File: src/rtl/router_pkg.sv
`default_nettype none
// ============================================================================
// Module      : router_pkg
// Description : Shared types, default widths and helpers for the router
//               input-port receiver.
// Revision    : 1.0 - initial release
// ============================================================================
package router_pkg;

    // Receive FSM state encoding
    typedef enum logic [2:0] {
        IDLE  = 3'd0,
        ADDR  = 3'd1,
        PAD   = 3'd2,
        DATA  = 3'd3,
        FLUSH = 3'd4,
        SKIP  = 3'd5
    } rx_state_e;

    localparam int DEF_ADDR_W     = 4;
    localparam int DEF_DATA_W     = 8;
    localparam int DEF_PAD_CYCLES = 5;
    localparam int DEF_DEPTH      = 4;
    localparam int DEF_CNT_W      = 8;

    // Widest word the partial-word helper supports
    localparam int MAX_DATA_W     = 64;

    // Keep only the low nbits of a word (bits not yet received read as zero)
    function automatic logic [MAX_DATA_W-1:0] zext_partial(
        input logic [MAX_DATA_W-1:0] word,
        input int                    nbits
    );
        logic [MAX_DATA_W-1:0] mask;
        mask = '0;
        for (int i = 0; i < MAX_DATA_W; i++) begin
            if (i < nbits) mask[i] = 1'b1;
        end
        return word & mask;
    endfunction

endpackage
`default_nettype wire

File: src/rtl/router_rx_fifo.sv
`default_nettype none
// ============================================================================
// Module      : router_rx_fifo
// Description : Synchronous first-word-fall-through FIFO. o_rdata shows the
//               head entry whenever o_empty is low (zero when empty). A push
//               while full is accepted if a pop happens in the same cycle.
// Ports       : clk, i_rst_n (async active-low), i_push/i_wdata,
//               i_pop, o_rdata, o_full, o_empty
// Revision    : 1.0 - initial release
// ============================================================================
module router_rx_fifo #(
    parameter int WIDTH = 8,
    parameter int DEPTH = 4
) (
    input  logic             clk,
    input  logic             i_rst_n,
    input  logic             i_push,
    input  logic [WIDTH-1:0] i_wdata,
    input  logic             i_pop,
    output logic [WIDTH-1:0] o_rdata,
    output logic             o_full,
    output logic             o_empty
);

    localparam int PW = $clog2(DEPTH);

    // Pointers carry one extra wrap bit to tell full from empty
    logic [PW:0]      r_wr_ptr;
    logic [PW:0]      r_rd_ptr;
    logic [WIDTH-1:0] r_mem [DEPTH];

    logic w_empty;
    logic w_full;
    logic w_do_pop;
    logic w_do_push;

    assign w_empty   = (r_wr_ptr == r_rd_ptr);
    assign w_full    = (r_wr_ptr[PW] != r_rd_ptr[PW]) &&
                       (r_wr_ptr[PW-1:0] == r_rd_ptr[PW-1:0]);
    assign w_do_pop  = i_pop && !w_empty;
    assign w_do_push = i_push && (!w_full || w_do_pop);

    always_ff @(posedge clk or negedge i_rst_n) begin
        if (!i_rst_n) begin
            r_wr_ptr <= '0;
            r_rd_ptr <= '0;
        end else begin
            if (w_do_push) r_wr_ptr <= r_wr_ptr + 1'b1;
            if (w_do_pop)  r_rd_ptr <= r_rd_ptr + 1'b1;
        end
    end

    // Storage needs no reset: contents are only visible when non-empty
    always_ff @(posedge clk) begin
        if (w_do_push) r_mem[r_wr_ptr[PW-1:0]] <= i_wdata;
    end

    assign o_rdata = w_empty ? '0 : r_mem[r_rd_ptr[PW-1:0]];
    assign o_full  = w_full;
    assign o_empty = w_empty;

endmodule
`default_nettype wire

File: src/rtl/router_rx_port.sv
`default_nettype none
// ============================================================================
// Module      : router_rx_port
// Description : Serial router input-port receiver. Parses address, pad and
//               data phases (LSB first) and emits DATA_W-bit words tagged
//               with address/sop/eop/err on a ready/valid stream through a
//               FWFT buffer. Counts words lost to a full buffer.
// Ports       : clk, reset_n (async active-low)
//               din, valid_n, frame_n          - serial input
//               m_valid/m_ready, m_data, m_addr,
//               m_sop, m_eop, m_err            - output word stream
//               busy                           - FSM not idle
//               drop_cnt                       - saturating drop counter
// Revision    : 1.0 - initial release
// ============================================================================
module router_rx_port
    import router_pkg::*;
#(
    parameter int ADDR_W     = DEF_ADDR_W,
    parameter int DATA_W     = DEF_DATA_W,      // at most MAX_DATA_W
    parameter int PAD_CYCLES = DEF_PAD_CYCLES,
    parameter int DEPTH      = DEF_DEPTH,
    parameter int CNT_W      = DEF_CNT_W
) (
    input  logic              clk,
    input  logic              reset_n,
    input  logic              din,
    input  logic              valid_n,
    input  logic              frame_n,
    output logic              m_valid,
    input  logic              m_ready,
    output logic [DATA_W-1:0] m_data,
    output logic [ADDR_W-1:0] m_addr,
    output logic              m_sop,
    output logic              m_eop,
    output logic              m_err,
    output logic              busy,
    output logic [CNT_W-1:0]  drop_cnt
);

    localparam int ADDR_CW = (ADDR_W > 1)     ? $clog2(ADDR_W)     : 1;
    localparam int BIT_CW  = (DATA_W > 1)     ? $clog2(DATA_W)     : 1;
    localparam int PAD_CW  = (PAD_CYCLES > 1) ? $clog2(PAD_CYCLES) : 1;
    localparam int FW      = DATA_W + ADDR_W + 3;

    localparam logic [ADDR_CW-1:0] ADDR_LAST = ADDR_CW'(ADDR_W - 1);
    localparam logic [BIT_CW-1:0]  BIT_LAST  = BIT_CW'(DATA_W - 1);
    localparam logic [PAD_CW-1:0]  PAD_LAST  =
        PAD_CW'((PAD_CYCLES > 0) ? PAD_CYCLES - 1 : 0);
    localparam rx_state_e AFTER_ADDR = (PAD_CYCLES > 0) ? PAD : DATA;

    rx_state_e           r_state;
    logic [ADDR_W-1:0]   r_addr;
    logic [ADDR_CW-1:0]  r_addrcnt;
    logic [PAD_CW-1:0]   r_padcnt;
    logic [DATA_W-1:0]   r_shift;
    logic [BIT_CW-1:0]   r_bitcnt;
    logic                r_err;      // packet already known bad
    logic                r_first;    // next word is the first of the packet
    logic                r_seen;     // FLUSH saw a new packet start
    logic [CNT_W-1:0]    r_drop;

    logic                w_sample;
    logic [DATA_W-1:0]   w_word;
    logic [DATA_W-1:0]   w_partial;
    logic                w_complete;
    logic                w_pending;
    int                  w_nbits;
    logic                w_want;
    logic [DATA_W-1:0]   w_pdata;
    logic                w_psop;
    logic                w_peop;
    logic                w_perr;
    logic                w_push;
    logic                w_pop;
    logic                w_space;
    logic                w_drop;
    logic                w_seen;
    logic [CNT_W-1:0]    w_drop_inc;
    logic                w_full;
    logic                w_empty;
    logic [FW-1:0]       w_rdata;

    // Word including this cycle's bit, if one is sampled
    always_comb begin
        w_word = r_shift;
        if (w_sample) w_word[r_bitcnt] = din;
    end

    assign w_sample   = !valid_n;
    assign w_complete = w_sample && (r_bitcnt == BIT_LAST);
    assign w_pending  = w_sample || (r_bitcnt != '0);
    assign w_nbits    = int'(r_bitcnt) + (w_sample ? 1 : 0);
    assign w_partial  = DATA_W'(zext_partial(MAX_DATA_W'(w_word), w_nbits));
    assign w_seen     = r_seen || !frame_n;
    assign w_drop_inc = (r_drop == '1) ? r_drop : r_drop + 1'b1;

    // Word to push this cycle, if any
    always_comb begin
        w_want  = 1'b0;
        w_pdata = '0;
        w_psop  = 1'b0;
        w_peop  = 1'b0;
        w_perr  = 1'b0;
        case (r_state)
            DATA: begin
                w_psop = r_first;
                if (frame_n) begin
                    w_want = 1'b1;
                    w_peop = 1'b1;
                    if (w_complete) begin
                        w_pdata = w_word;
                        w_perr  = r_err;
                    end else if (w_pending) begin
                        w_pdata = w_partial;
                        w_perr  = 1'b1;
                    end else begin
                        w_pdata = '0;
                        w_perr  = 1'b1;
                    end
                end else if (w_complete) begin
                    w_want  = 1'b1;
                    w_pdata = w_word;
                    w_perr  = r_err;
                end
            end
            FLUSH: begin
                // Terminator for the packet whose eop word was lost
                w_want = 1'b1;
                w_peop = 1'b1;
                w_perr = 1'b1;
            end
            default: ;
        endcase
    end

    assign w_pop   = !w_empty && m_ready;
    assign w_space = !w_full || w_pop;   // a pop frees a slot this cycle
    assign w_push  = w_want && w_space;
    assign w_drop  = w_want && !w_space && (r_state == DATA);

    always_ff @(posedge clk or negedge reset_n) begin
        if (!reset_n) begin
            r_state   <= IDLE;
            r_addr    <= '0;
            r_addrcnt <= '0;
            r_padcnt  <= '0;
            r_shift   <= '0;
            r_bitcnt  <= '0;
            r_err     <= 1'b0;
            r_first   <= 1'b0;
            r_seen    <= 1'b0;
            r_drop    <= '0;
        end else begin
            case (r_state)
                IDLE: begin
                    if (!frame_n) begin
                        r_addr    <= ADDR_W'(din);
                        r_addrcnt <= ADDR_CW'(1);
                        r_padcnt  <= '0;
                        r_shift   <= '0;
                        r_bitcnt  <= '0;
                        r_err     <= 1'b0;
                        r_first   <= 1'b1;
                        r_seen    <= 1'b0;
                        r_state   <= (ADDR_W > 1) ? ADDR : AFTER_ADDR;
                    end
                end
                ADDR: begin
                    if (frame_n) begin
                        r_state <= IDLE;
                    end else begin
                        r_addr[r_addrcnt] <= din;
                        r_addrcnt         <= r_addrcnt + 1'b1;
                        if (r_addrcnt == ADDR_LAST) r_state <= AFTER_ADDR;
                    end
                end
                PAD: begin
                    if (frame_n) begin
                        r_state <= IDLE;
                    end else begin
                        if (!valid_n) r_err <= 1'b1;
                        r_padcnt <= r_padcnt + 1'b1;
                        if (r_padcnt == PAD_LAST) r_state <= DATA;
                    end
                end
                DATA: begin
                    if (w_complete || frame_n) begin
                        r_shift  <= '0;
                        r_bitcnt <= '0;
                    end else if (w_sample) begin
                        r_shift  <= w_word;
                        r_bitcnt <= r_bitcnt + 1'b1;
                    end
                    if (w_want) r_first <= 1'b0;
                    if (w_drop) begin
                        r_err  <= 1'b1;
                        r_drop <= w_drop_inc;
                    end
                    if (frame_n) r_state <= w_drop ? FLUSH : IDLE;
                end
                FLUSH: begin
                    if (w_push) begin
                        r_seen <= 1'b0;
                        // A packet that started while flushing cannot be
                        // parsed from its middle; skip it and count it lost
                        if (w_seen) begin
                            r_state <= SKIP;
                            r_drop  <= w_drop_inc;
                        end else begin
                            r_state <= IDLE;
                        end
                    end else begin
                        r_seen <= w_seen;
                    end
                end
                SKIP: begin
                    if (frame_n && !valid_n) r_state <= IDLE;
                end
                default: r_state <= IDLE;
            endcase
        end
    end

    router_rx_fifo #(
        .WIDTH (FW),
        .DEPTH (DEPTH)
    ) u_fifo (
        .clk     (clk),
        .i_rst_n (reset_n),
        .i_push  (w_push),
        .i_wdata ({w_pdata, r_addr, w_psop, w_peop, w_perr}),
        .i_pop   (w_pop),
        .o_rdata (w_rdata),
        .o_full  (w_full),
        .o_empty (w_empty)
    );

    assign m_valid  = !w_empty;
    assign m_data   = w_rdata[FW-1 -: DATA_W];
    assign m_addr   = w_rdata[ADDR_W+2 : 3];
    assign m_sop    = w_rdata[2];
    assign m_eop    = w_rdata[1];
    assign m_err    = w_rdata[0];
    assign busy     = (r_state != IDLE);
    assign drop_cnt = r_drop;

endmodule
`default_nettype wire

File: config.mk
export PLATFORM = sky130hd
export DESIGN_NAME = router_rx_port
export DESIGN_NICKNAME = d
export VERILOG_FILES = /design/src/rtl/router_pkg.sv /design/src/rtl/router_rx_fifo.sv /design/src/rtl/router_rx_port.sv
export SDC_FILE = /design/constraint.sdc
export NUM_CORES = 1
export LEC_CHECK = 0
export CAP_MARGIN = 10
export CORE_MARGIN = 2
export CORE_UTILIZATION = 59
export DETAILED_ROUTE_END_ITERATION = 8
export GPL_TIMING_DRIVEN = 0
export HOLD_SLACK_MARGIN = 0.08
export PLACE_DENSITY = 0.78
export SETUP_SLACK_MARGIN = 0.2
export SLEW_MARGIN = 10
export SYNTH_ARGS = -nofsm -noshare
export SYNTH_HDL_FRONTEND = slang
export SYNTH_HIERARCHICAL = 1
export SYNTH_SLANG_ARGS = --single-unit
File: constraint.sdc
create_clock -name clk -period 3.4 [get_ports clk]
set_input_delay 0.51 -clock clk [delete_from_list [all_inputs] [get_ports clk]]
set_output_delay 0.51 -clock clk [all_outputs]
set_load 0.01 [all_outputs]
Word-level counts from Yosys, hierarchy flattened
Memory sizes are Yosys's and may differ from the RTL's.
Index checks and enable logic that the tools add are counted.
{"block": "totals", "memories": 1, "in_bits": 6, "register_bits": 40, "ram_bits": 60, "output_inout_bits": 25}
{"name": "u_fifo.r_mem", "depth": 4, "word_bits": 15, "read_ports": 1, "rd_ports_with_merged_regs": 0, "wr": 1, "line": "router_rx_fifo.sv:30", "text": "logic [WIDTH-1:0] r_mem [DEPTH];"}
{"block": "op_classes", "eq_ne": 25, "addsub": 7, "n_bitwise": 1, "reduce_logical": 38, "muxes": 76, "n_lt_le_gt_ge": 12}
{"operator": "two-way mux 8 bit", "count": 13}
{"operator": "two-way mux 3 bit", "count": 14}
{"operator": "one-hot mux 8 bit (2 select lines)", "count": 2}
{"operator": "two-way mux 1 bit", "count": 27}
{"operator": "!= test 2 bit (second input constant)", "count": 9}
{"operator": "one-hot mux 3 bit (6 select lines)", "count": 1}
{"operator": "< comparator 3 x 4 -> 1 bit (first input constant)", "count": 4}
{"operator": "two-way mux 15 bit", "count": 1}
{"operator": "adder 3 x 1 -> 3 bit (second input constant)", "count": 4}
{"operator": "equality test 3 bit (second input constant)", "count": 4}
{"operator": "one-hot mux 3 bit (2 select lines)", "count": 2}
{"operator": "AND reduction 3 bit", "count": 4}
{"operator": "logical AND 1 bit", "count": 11}
{"operator": "one-hot mux 1 bit (2 select lines)", "count": 5}
{"operator": "nonzero test 2 bit", "count": 5}
{"operator": "nonzero test 3 bit", "count": 3}
{"operator": "adder 8 x 1 -> 8 bit (second input constant)", "count": 1}
{"operator": "bitwise AND 8 bit", "count": 1}
{"operator": "bitwise mux 8 bit", "count": 1}
{"operator": "equality test 8 bit (second input constant)", "count": 1}
{"operator": "< comparator 1 x 4 -> 1 bit (first input constant)", "count": 2}
{"operator": "< comparator 2 x 4 -> 1 bit (first input constant)", "count": 2}
{"operator": "two-way mux 4 bit", "count": 2}
{"operator": "one-hot mux 4 bit (2 select lines)", "count": 1}
{"operator": "28 further kinds", "count": 39}

Depth between registers and ports, before layout
Gate-level depths: netlist of the first run.
{"block": "depth", "depth_word": 11, "mapped_depth": 11, "depth_no_buf": 9}

By module
Netlist of the first run, hierarchy kept.
{"module": "router_rx_fifo", "area_per_inst_um2": 2716.4, "cells_each": 130, "n_inst": 1}
{"module": "router_rx_port", "area_per_inst_um2": 2165.8, "cells_each": 248, "n_inst": 1}

Worst setup path before layout of the first run
OpenSTA, ideal clock, no wires.
{"block": "synth_timing", "path_kind": "register to register", "from": "register u_fifo.r_rd_ptr[0]", "to": "memory u_fifo/r_mem[0][0] (netlist name), enable pin", "path_stages_with_launch": 9, "arrival_time_ns": 2.467, "path_buffers": 2, "setup_ns": 0.314, "setup_slack_ns": 0.619, "period_less_slack_ns": 2.781, "cell_sequence": "dfrtp_1 buf_4 xor2_2 nor3_2 buf_2 nand2b_1 inv_1 or4_4 and3_1"}
{"block": "synth_between", "elab_chain_cells": 8, "word_cells_on_any_way": 13, "classes_between": "eq/ne: 2; mux: 2; reduce/logical: 9"}
{"item": "start, declared", "line": "router_rx_fifo.sv:29", "text": "logic [PW:0] r_rd_ptr;"}
{"item": "start signal, assigned", "line": "router_rx_fifo.sv:49", "text": "if (w_do_pop) r_rd_ptr <= r_rd_ptr + 1'b1;"}
{"item": "equality test 3 bit (*)", "line": "router_rx_fifo.sv:37", "text": "assign w_empty = (r_wr_ptr == r_rd_ptr);"}
{"item": "via w_empty", "line": "router_rx_port.sv:81", "text": "logic w_empty;"}
{"item": "logical NOT 1 bit (*)", "line": "router_rx_port.sv:137", "text": "assign w_pop = !w_empty && m_ready;"}
{"item": "logical AND 1 bit (*)", "line": "router_rx_port.sv:137"}
{"item": "via w_pop", "line": "router_rx_port.sv:75", "text": "logic w_pop;"}
{"item": "logical OR 1 bit / logical AND 1 bit (equally long branches)", "line": "router_rx_port.sv:138, router_rx_fifo.sv:40"}
{"item": "logical AND 1 bit / logical OR 1 bit (equally long branches)", "line": "router_rx_port.sv:139, router_rx_fifo.sv:41"}
{"item": "logical AND 1 bit (*)", "line": "router_rx_fifo.sv:41", "text": "assign w_do_push = i_push && (!w_full || w_do_pop);"}
{"item": "two-way mux 1 bit (*)", "line": "router_rx_fifo.sv:55", "text": "if (w_do_push) r_mem[r_wr_ptr[PW-1:0]] <= i_wdata;"}
{"item": "two-way mux 1 bit (not written as such) (*)", "line": "router_rx_fifo.sv:55"}
{"item": "end, declared", "line": "router_rx_fifo.sv:30"}
The timed path passes the listed nets; every way through them passes the cells marked *.

Worst setup path after layout of the first run
{"block": "layout_timing", "from": "register u_fifo.r_rd_ptr[1]", "to": "memory u_fifo/r_mem[2][13] (netlist name), enable pin"}
The elaborated chain is that of the path after synthesis.

==> qor.yml, run 1 <==
setup_path:
  worst_setup_path_end_kind: "flop"
  crit_fanout: 15
  cp.required_ps: 3480
  worstPathCellList: "buf_6, xor2_4, nor3_4, clkbuf_4, nand2b_1, inv_1, or4_4, and3_2"
  cp_slowest_cell: "or4_4"
  crit_buf_inv: 3
  timing.setup.critical_path_class: "reg2reg"
  crit_path_end: "u_fifo/r_mem[2][13]"
  r2r_end: "u_fifo/r_mem[2][13]"
  regToRegSetupSlack_ps: 360
  rr_startpoint: "u_fifo/r_rd_ptr[1]"
  worstSetupStartpoint: "u_fifo/r_rd_ptr[1]"
  crit_family: "simple AND/OR/NAND/NOR gates"
  cpPeakStageDelay_ps: 580
  cp.arrival_ps: 3120
  worstSetupPathDepth: 8
  r2r_cells: 8
  worst_setup_path_start_kind: "flop"
die:
  io_pins: 31
  die_w_um: 95.0
  fp.coreArea_um2: 8130
  initial_core_util: 0.600
  dieArea_um2: 9020
  rows: 33
  die_y_um: 95.0
pwr:
  swShare: 0.351
  p_switching_uw: 1350
  p_int_uw: 2500
  seq_power_share: 0.402
  finalPower_uw: 3850
  clkPwrFrac: 0.183
  ir_drop_mv: 0.313
  powerDensity_nw_per_um2: 691
  p_leak_uw: 0.00209
  combPwrFrac: 0.416
finish:
  drive_gt1_frac: 0.147
  n_antenna_cell: 0
  regArea_um2: 2800
  fin_area_um2: 5570
  multi_input_area_um2: 1940
  syn2layout_area_growth_pct: 14.1
  fill_cells: 599
  nets: 446
grt:
  grt_pass1_wl_um: 14400
  grt_busiest_layer: "met2"
  grt_util_met2: 0.342
  grt_pass1_vias: 2946
  grt_max_degree: 25
  gr-usage-met1: 0.285
  grt_usage: 0.212
  antenna_found_initial: 0
  use_met3: 0.0455
  overflow: 0
run_status:
  status: "finished, final reports clean"
clock_network:
  path_clk_slew_ps: 90
  tritoncts: "yes"
  ctsRootBufferMaster: "clkbuf_8"
  clock_path_buffers: 2
  clock_latency_ps: 370
  htreeDepth: 3
  cts_sinks: 100
  cts_made_buffers: 9
hold_path:
  hold_path_class: "reg2reg"
synthesis:
  netlist_top_cells_count: "edfxtp_1 (60), dfrtp_1 (40), nor2_1 (27)"
  synth-seq-cells: 100
  yosysMostFrequentCell: "edfxtp_1"
  async_reset_ff_frac: 0.400
  syn_area_per_cell_um2: 12.9
  ys_types: 55
  synth_seq_area_share: 0.574
  synth_nets: 401
  ys.flop_type: "edfxtp_1"
  synthTopCellsByArea: "edfxtp_1 (37%), dfrtp_1 (21%), mux4_2 (6.9%), ha_1 (4.4%), nor2b_1 (2.3%)"
  synth_edf_count: 60
  synth.largest_area_cell: "edfxtp_1"
  ys_warn_count: 6
  netlist.area_leader.share: 0.369
  synth_cells: 378
  synth_area_um2: 4880
route:
  drc: 0
  route.antenna.remaining_nets: 0
  wl_um: 8680
  wire_per_inst_um: 16.3
  vias_per_cell: 5.70
  vias: 3040
  drtIter0Drc: 113
  drtPass1Iterations: 6
sta:
  finClkSkew_ps: 10.2
  drv_slew: 0
  worstMarginPinSlew_ps: 677
  final-setup-viol-count: 0
  period_minus_slack_ps: 3040
  timing.fmax_mhz: 329
  slew-limit-headroom: 0.545
  rsz0062_at_grt: "false"
  hold_violations: 0
  fin_crit_sh: 0.894
placed_design:
  finalWeightedCongestion: 0.855
  port-buffer-count: 30
  place_area_um2: 5340
  place.detailed.hpwl_um: 6110
run:
  maxCapViolCount: 0
[how the worst min path moves through the flow]
stage / start / endpoint / slack [ps] / depth (start not counted)
6_report: drop_cnt[6] / drop_cnt[6] / 500 / 1
5_1_grt: r_shift[1] / r_shift[1] / 530 / 1
4_1_cts: drop_cnt[6] / drop_cnt[6] / 510 / 1
3_5_place_dp: reset_n / r_padcnt[2] / 470 / 1
3_3_place_gp: r_seen / r_seen / 490 / 1
2_1_floorplan: reset_n / drop_cnt[0] / 210 / 0
[worst reg2reg max path: cells and delay by family (launching register included)]
kind	cells	cell delay [ps]
buffers and inverters	3	630
DFF	1	410
and+or+nand+nor	4	1480
xor gates and xnor gates	1	220
[kinds of logic (layout without fill, tap and decap cells)]
kind of cell | Yosys count | after routing | share of synthesized area
compound gates | 56 | 56 | 0.0835
xor+xnor | 15 | 15 | 0.0323
fa+ha+maj | 17 | 17 | 0.0436
buf+inv | 37 | 87 | 0.0341
flops | 100 | 100 | 0.574
mux | 29 | 29 | 0.100
simple gates | 124 | 124 | 0.132
[through the flow]
stage               std cells  utilization  hold WS (ps)  worst slack (ps)  TNS (ps)
floorplan                 378            -           214               619         0
global placement          513        0.653           486              33.8         0
detailed placement        514        0.656           474             -12.2      -264
CTS                       531        0.681           506               212         0
global route              533        0.685           527               232         0
finish                    533        0.685           503               362         0
[flip-flops by register name (all words and copies together), names as in the netlist, 4 cells and up]
signal / count
u_fifo/r_mem: 60
r_addr: 4
drop_cnt: 8
r_shift: 8
[cells in the final DEF (no fill, tap or decap), types with 13 or more instances in the layout]
master	Yosys	final
nor2_1	27	27
dfrtp_1	40	40
clkdlybuf4s50_1	0	29
ha_1	17	17
edfxtp_1	60	60
o21ai_0	13	13
nand2_1	25	25
inv_1	17	16
mux4_2	15	15
nor2b_1	18	18
[routing by layer]
metal / routed length [um] / up-vias
li1: - / 1465
met5: 0 / -
met3: 302 / 8
met4: 90 / 0
met1: 3970 / 1508
met2: 4320 / 59
[area by class of cell]
| class | instances | area share |
|---|---|---|
| inverter | 17 | 0.0115 |
| clock buffer | 9 | 0.0222 |
| sequential | 100 | 0.503 |
| tap | 105 | 0.0236 |
| buffer | 20 | 0.0189 |
| multi-input combinational | 241 | 0.348 |
| clock inverter | 7 | 0.0106 |
| timing repair buffer | 34 | 0.0625 |
[power by group through the flow]
stage / Sequential (uW) / Combinational [uW] / Clock, uW
final: 1550 / 1600 / 703
after floorplan: 1540 / 1030 / 0
after detailed placement: 1570 / 1560 / 0
after global routing: 1560 / 1770 / 768
after global placement: 1560 / 1520 / 0
after CTS: 1550 / 1580 / 721
[what timing repair did]
item / in CTS / in global routing
setup buffers: 0 / 2
resized for setup: 4 / 3
hold buffers: 1 / 0
pin swaps: 0 / 1
setup endpoints to repair: 67 / 67
endpoints found under the hold margin: 16 / 0
cloned: 0 / 0
Power figures use the tool's default switching activity.
==> inputs of run 2 (changes only) <==
- clock period: 3.4 -> 3 ns (I/O delays scaled with it)
==> run 2 against run 1 <==
  * Non-clock buffer count increased by 1
  * Highest routed layer unchanged
  * First-iteration DRC count increased by 28%
  * Core utilization increased by 0.78 points
  * Clock skew increased by 0.89 ps
==> qor.yml, run 2 (same netlist as run 1, synthesis figures left out) <==
finish:
  drive_gt1_frac: 0.156  # was 0.147
  fin_area_um2: 5630  # was 5570 um2
  multi_input_area_um2: 1960  # was 1940 um2
  largest_reg_flops: 60  # unchanged
  fill_cells: 591  # was 599
  layout_common_cells: "edfxtp_1 (60), dfrtp_1 (40), clkdlybuf4s50_1 (29)"  # unchanged
  nets: 447  # was 446
  regArea_um2: 2800  # unchanged
  syn2layout_area_growth_pct: 15.4  # was 14.1%
  final_util: 0.693  # was 0.685
  final_common_cell: "edfxtp_1"  # unchanged
  n_antenna_cell: 0  # unchanged
grt:
  grt_pass1_wl_um: 14400  # about the same
  antenna_found_initial: 0  # unchanged
  grt_usage: 0.212  # about the same
  grt_max_degree: 25  # unchanged
  overflow: 0  # unchanged
  grt_pass1_vias: 2967  # was 2,946
placed_design:
  preCtsSetupSlack_ps: -412  # was -12.2 ps
  port-buffer-count: 30  # unchanged
  place_area_um2: 5340  # unchanged
  place.detailed.hpwl_um: 6110  # unchanged
  finalWeightedCongestion: 0.855  # unchanged
pwr:
  finalPower_uw: 4430  # was 3850 uW
  powerDensity_nw_per_um2: 787  # was 691 nW/um2
  p_leak_uw: 0.00210  # was 0.00209 uW
  seq_power_share: 0.396  # was 0.402
  ir_drop_mv: 0.354  # was 0.313 mV
  p_int_uw: 2870  # was 2500 uW
  p_switching_uw: 1560  # was 1350 uW
  combPwrFrac: 0.423  # was 0.416
  swShare: 0.352  # was 0.351
  clkPwrFrac: 0.181  # was 0.183
clock_network:
  ctsRootBufferMaster: "clkbuf_8"  # unchanged
  cts_sinks: 100  # unchanged
  tritoncts: "yes"  # unchanged
  path_clk_slew_ps: 90  # about the same
  clock_latency_ps: 370  # about the same
  cts_made_buffers: 9  # unchanged
  htreeDepth: 3  # unchanged
  clock_path_buffers: 2  # unchanged
run_status:
  status: "finished, final reports clean"  # unchanged
sta:
  worstMarginPinSlew_ps: 659  # was 677 ps
  rsz0062_at_grt: "false"  # unchanged
  setup_ws_ps: 323  # was 362 ps
  timing.fmax_mhz: 374
  final-setup-viol-count: 0  # unchanged
  drv_slew: 0  # unchanged
  period_minus_slack_ps: 2680
  holdWs_ps: 503  # about the same
  finClkSkew_ps: 11.1  # was 10.2 ps
  slew-limit-headroom: 0.556  # was 0.545
  fin_crit_sh: 0.892
  hold_violations: 0  # unchanged
route:
  vias: 3078  # was 3,040
  drtIter0Drc: 145  # was 113
  route.antenna.remaining_nets: 0  # unchanged
  wire_per_inst_um: 16.4  # was 16.3 um
  drtPass1Iterations: 4  # was 6
  drc: 0  # unchanged
  wl_um: 8750  # was 8680 um
  vias_per_cell: 5.76  # was 5.70
setup_path:
  worst_setup_path_end_kind: "output port"  # was flop
  crit_fanout: 10  # was 15
  cp.arrival_ps: 2230  # was 3120 ps
  r2r_end: "drop_cnt[1]"  # was u_fifo/r_mem[2][13]
  timing.setup.critical_path_class: "reg2out"  # was reg2reg
  worst_setup_path_start_kind: "flop"  # unchanged
  rr_startpoint: "u_fifo/r_rd_ptr[0]"  # was u_fifo/r_rd_ptr[1]
  r2r_cells: 10  # was 8
  regToRegSetupSlack_ps: 370  # was 360 ps
  cp.required_ps: 2550  # was 3480 ps
hold_path:
  worstHoldPathCells: 1  # unchanged
  hold_path_class: "reg2reg"  # unchanged
  min_from: "drop_cnt[6]"  # unchanged
  hold_end: "drop_cnt[6]"  # unchanged
die:
  die_w_um: 95.0  # unchanged
  fp.coreArea_um2: 8130  # unchanged
  initial_core_util: 0.600  # unchanged
  dieArea_um2: 9020  # unchanged
  io_pins: 31  # unchanged
  die_y_um: 95.0  # unchanged
  rows: 33  # unchanged
run:
  maxCapViolCount: 0  # unchanged
## run 2: changes by cell type in the layout (fill, tap and decap cells not counted), sizes merged
cell / before / now
buf: 13 / 15
clkbuf: 20 / 19
## run 2: power groups by stage
stage | combinational (uW) | sequential (uW) | clock, uW
finish | 1880 | 1760 | 801
global route | 2070 | 1780 | 870
CTS | 1840 | 1750 | 818
detailed placement | 1770 | 1780 | 0
global placement | 1720 | 1770 | 0
floorplan | 1160 | 1750 | 0
## run 2: layer usage
layer,vias to the layer above,part of all wire,GRT usage
met3,13,0.030,0.0455
li1,1468,-,-
met4,0,0.017,0.0773
met1,1541,0.46,0.284
met5,-,0,0
met2,56,0.49,0.345
## run 2: worst max path at each step
stage | startpoint | end | slack [ps]
CTS | u_fifo/r_rd_ptr[0] | u_fifo/r_mem[3][8] | 160
floorplan | u_fifo/r_rd_ptr[0] | u_fifo/r_mem[0][0] | 220
detailed placement | u_fifo/r_rd_ptr[0] | u_fifo/r_mem[2][10] | -410
global route | valid_n | u_fifo/r_mem[1][13] | 210
finish | u_fifo/r_rd_ptr[0] | m_addr[3] | 320
global placement | u_fifo/r_rd_ptr[0] | u_fifo/r_mem[0][10] | -370
## run 2: layout make-up
| cell class | instances | share of cell area |
|---|---|---|
| Clock inverter | 7 | 0.0104 |
| Tap cell | 105 | 0.0233 |
| Buffer | 20 | 0.0224 |
| Multi-Input combinational cell | 241 | 0.348 |
| Timing Repair Buffer | 35 | 0.0649 |
| Clock buffer | 9 | 0.0220 |
| Inverter | 17 | 0.0113 |
| Sequential cell | 100 | 0.498 |
## run 2: repair_timing
action / in CTS / in global routing
hold buffers: 1 / 0
pin swaps: 1 / 3
cloned: 0 / 1
hold endpoints to repair: 16 / 0
setup endpoints to repair: 80 / 36
gates resized for setup: 14 / 5
setup buffers: 1 / 1
## run 2: critical path, stage by stage, from the launching register on
cell,delay (ps)
dfrtp_1,380
buf_6,190
buf_12,170
mux4_2,510
nor2b_1,140
clkdlybuf4s50_1,470
## run 2: metrics by stage
step,std cells,setup TNS [ps]
after floorplan,378,0
after global placement,513,-19610
after detailed placement,514,-23500
after CTS,532,0
after global routing,534,0
final,534,0
==> inputs of run 3 (changes only) <==
- CORE_ASPECT_RATIO: not set -> 0.8
- CORE_UTILIZATION: 59 -> 60
- CTS_BUF_LIST: not set -> sky130_fd_sc_hd__clkbuf_8
- PLACE_DENSITY: 0.78 -> 0.8
==> run 3 against run 2 <==
  * Critical path depth unchanged
  * Sequential cell count unchanged
  * Global-route usage grew 1.1 points
  * Die area is 1.5% lower
  * Critical path type unchanged
  * First-iteration DRC count increased by 49%
  * Largest cell class unchanged
==> qor.yml, run 3 (same netlist as run 1, synthesis figures left out) <==
setup_path:
  r2r_end: "u_fifo/r_mem[3][12]"  # was drop_cnt[1]
  worst_setup_path_start_kind: "flop"  # unchanged
  crit_path_end: "m_data[0]"  # was m_addr[3]
  regToRegSetupSlack_ps: 320  # was 370 ps
  r2r_cells: 10  # unchanged
  worstSetupStartpoint: "u_fifo/r_rd_ptr[0]"  # unchanged
  timing.setup.critical_path_class: "reg2out"  # unchanged
  crit_fanout: 10  # unchanged
  cp.arrival_ps: 2270  # was 2230 ps
  cp.required_ps: 2550  # about the same
  worst_setup_path_end_kind: "output port"  # unchanged
  rr_startpoint: "u_fifo/r_rd_ptr[1]"  # was u_fifo/r_rd_ptr[0]
route:
  wl_met1_um: 4270  # was 4010 um
  drc: 0  # unchanged
  wl_um: 9380  # was 8750 um
  vias_per_cell: 5.77  # was 5.76
  topRoutingLayerUsed: "met4"  # unchanged
  wire_per_inst_um: 17.5  # was 16.4 um
  drtIter0Drc: 216  # was 145
  wl_met2_um: 4570  # was 4330 um
  route.antenna.remaining_nets: 0  # unchanged
  dr_wl_met3_um: 445  # was 264 um
  drtPass1Iterations: 4  # unchanged
  vias: 3091  # was 3,078
pwr:
  swShare: 0.359  # was 0.352
  ir_drop_mv: 0.455  # was 0.354 mV
  p_leak_uw: 0.00211  # was 0.00210 uW
  p_int_uw: 2890  # was 2870 uW
  p_switching_uw: 1620  # was 1560 uW
  clkPwrFrac: 0.178  # was 0.181
  finalPower_uw: 4520  # was 4430 uW
  powerDensity_nw_per_um2: 801  # was 787 nW/um2
  seq_power_share: 0.392  # was 0.396
  combPwrFrac: 0.430  # was 0.423
die:
  fp.coreArea_um2: 7910  # was 8130 um2
  die_y_um: 84.7  # was 95.0 um
  initial_core_util: 0.617  # was 0.600
  io_pins: 31  # unchanged
  die_w_um: 105  # was 95.0 um
  dieArea_um2: 8880  # was 9020 um2
  rows: 29  # was 33
finish:
  syn2layout_area_growth_pct: 15.4  # about the same
  fill_cells: 562  # was 591
  regArea_um2: 2800  # about the same
  layout_common_cells: "edfxtp_1 (60), dfrtp_1 (39), clkdlybuf4s50_1 (29)"  # was edfxtp_1 (60), dfrtp_1 (40), clkdlybuf4s50_1 (29)
  n_antenna_cell: 0  # unchanged
  final_util: 0.712  # was 0.693
  largest_reg_flops: 60  # unchanged
  multi_input_area_um2: 1970  # was 1960 um2
  drive_gt1_frac: 0.161  # was 0.156
  nets: 447  # unchanged
  final_common_cell: "edfxtp_1"  # unchanged
placed_design:
  place.detailed.hpwl_um: 6340  # was 6110 um
  port-buffer-count: 30  # unchanged
  finalWeightedCongestion: 0.814  # was 0.855
clock_network:
  path_clk_slew_ps: 100  # was 90 ps
  ctsRootBufferMaster: "clkbuf_8"  # unchanged
  cts_sinks: 100  # unchanged
  htreeDepth: 3  # unchanged
  clock_path_buffers: 2  # unchanged
  clock_latency_ps: 370  # about the same
  cts_made_buffers: 9  # unchanged
  tritoncts: "yes"  # unchanged
sta:
  holdWs_ps: 500  # was 503 ps
  period_minus_slack_ps: 2720  # was 2680 ps
  final-setup-viol-count: 0  # unchanged
  finalSetupTns_ps: 0  # unchanged
  slew-limit-headroom: 0.534  # was 0.556
  rsz0062_at_grt: "false"  # unchanged
  timing.fmax_mhz: 367  # was 374 MHz
  worstMarginPinSlew_ps: 693  # was 659 ps
  drv_slew: 0  # unchanged
  finClkSkew_ps: 5.80  # was 11.1 ps
  hold_violations: 0  # unchanged
  fin_crit_sh: 0.908  # was 0.892
grt:
  antenna_found_initial: 0  # unchanged
  grt_max_degree: 25  # unchanged
  grt_usage: 0.224  # was 0.212
  grt_pass1_wl_um: 15400  # was 14,400 um
  overflow: 0  # unchanged
  grt_pass1_vias: 3025  # was 2,967
run:
  maxCapViolCount: 0  # unchanged
hold_path:
  hold_path_class: "reg2reg"  # unchanged
run_status:
  status: "finished, final reports clean"  # unchanged
[run 3: layout make-up]
cell class	count	share of cell area
sequential	100	0.498
timing repair buffer	35	0.0626
inverter	17	0.0122
multi-input combinational	241	0.349
clock inverter	6	0.0102
clock buffer	9	0.0220
buffer	20	0.0222
tap	108	0.0240
[run 3: timing repair]
action / CTS / global route
pin swaps: 1 / 4
hold endpoints to repair: 16 / 0
gates resized for setup: 16 / 7
hold buffers: 1 / 0
cloned: 0 / 1
setup buffers: 1 / 1
endpoints found under the setup margin: 80 / 29
[run 3: critical path: stages (launching register included)]
cell and delay, ps:
dfrtp_1 400, buf_8 180, buf_8 180, mux4_2 510, nor2b_1 150, clkdlybuf4s50_1 470
[run 3: metal layers]
metal	vias to the layer above	global-route usage
li1	1468	-
met5	-	0
met2	66	0.358
met1	1550	0.315
met4	0	0.0400
met3	7	0.0621
[run 3: worst min path at each step]
stage	from	to	slack [ps]	depth (start not counted)
final	drop_cnt[6]	drop_cnt[6]	500	1
after global routing	drop_cnt[7]	drop_cnt[7]	520	1
after CTS	drop_cnt[7]	drop_cnt[7]	510	1
after detailed placement	reset_n	r_padcnt[2]	410	1
after global placement	r_seen	r_seen	480	1
after floorplan	reset_n	drop_cnt[0]	150	0
[run 3: power groups by stage]
stage	logic (uW)	clock network, uW	registers (uW)
detailed placement	1800	0	1780
global route	2120	869	1790
floorplan	1160	0	1750
finish	1940	804	1770
CTS	1890	817	1760
global placement	1730	0	1770
[run 3: metrics by stage]
step / setup slack [ps] / area [um2] / cells
2_1_floorplan: 219 / 4880 / 378
3_3_place_gp: -363 / 5320 / 516
3_5_place_dp: -434 / 5340 / 517
4_1_cts: 229 / 5600 / 534
5_1_grt: 190 / 5640 / 536
6_report: 277 / 5640 / 536
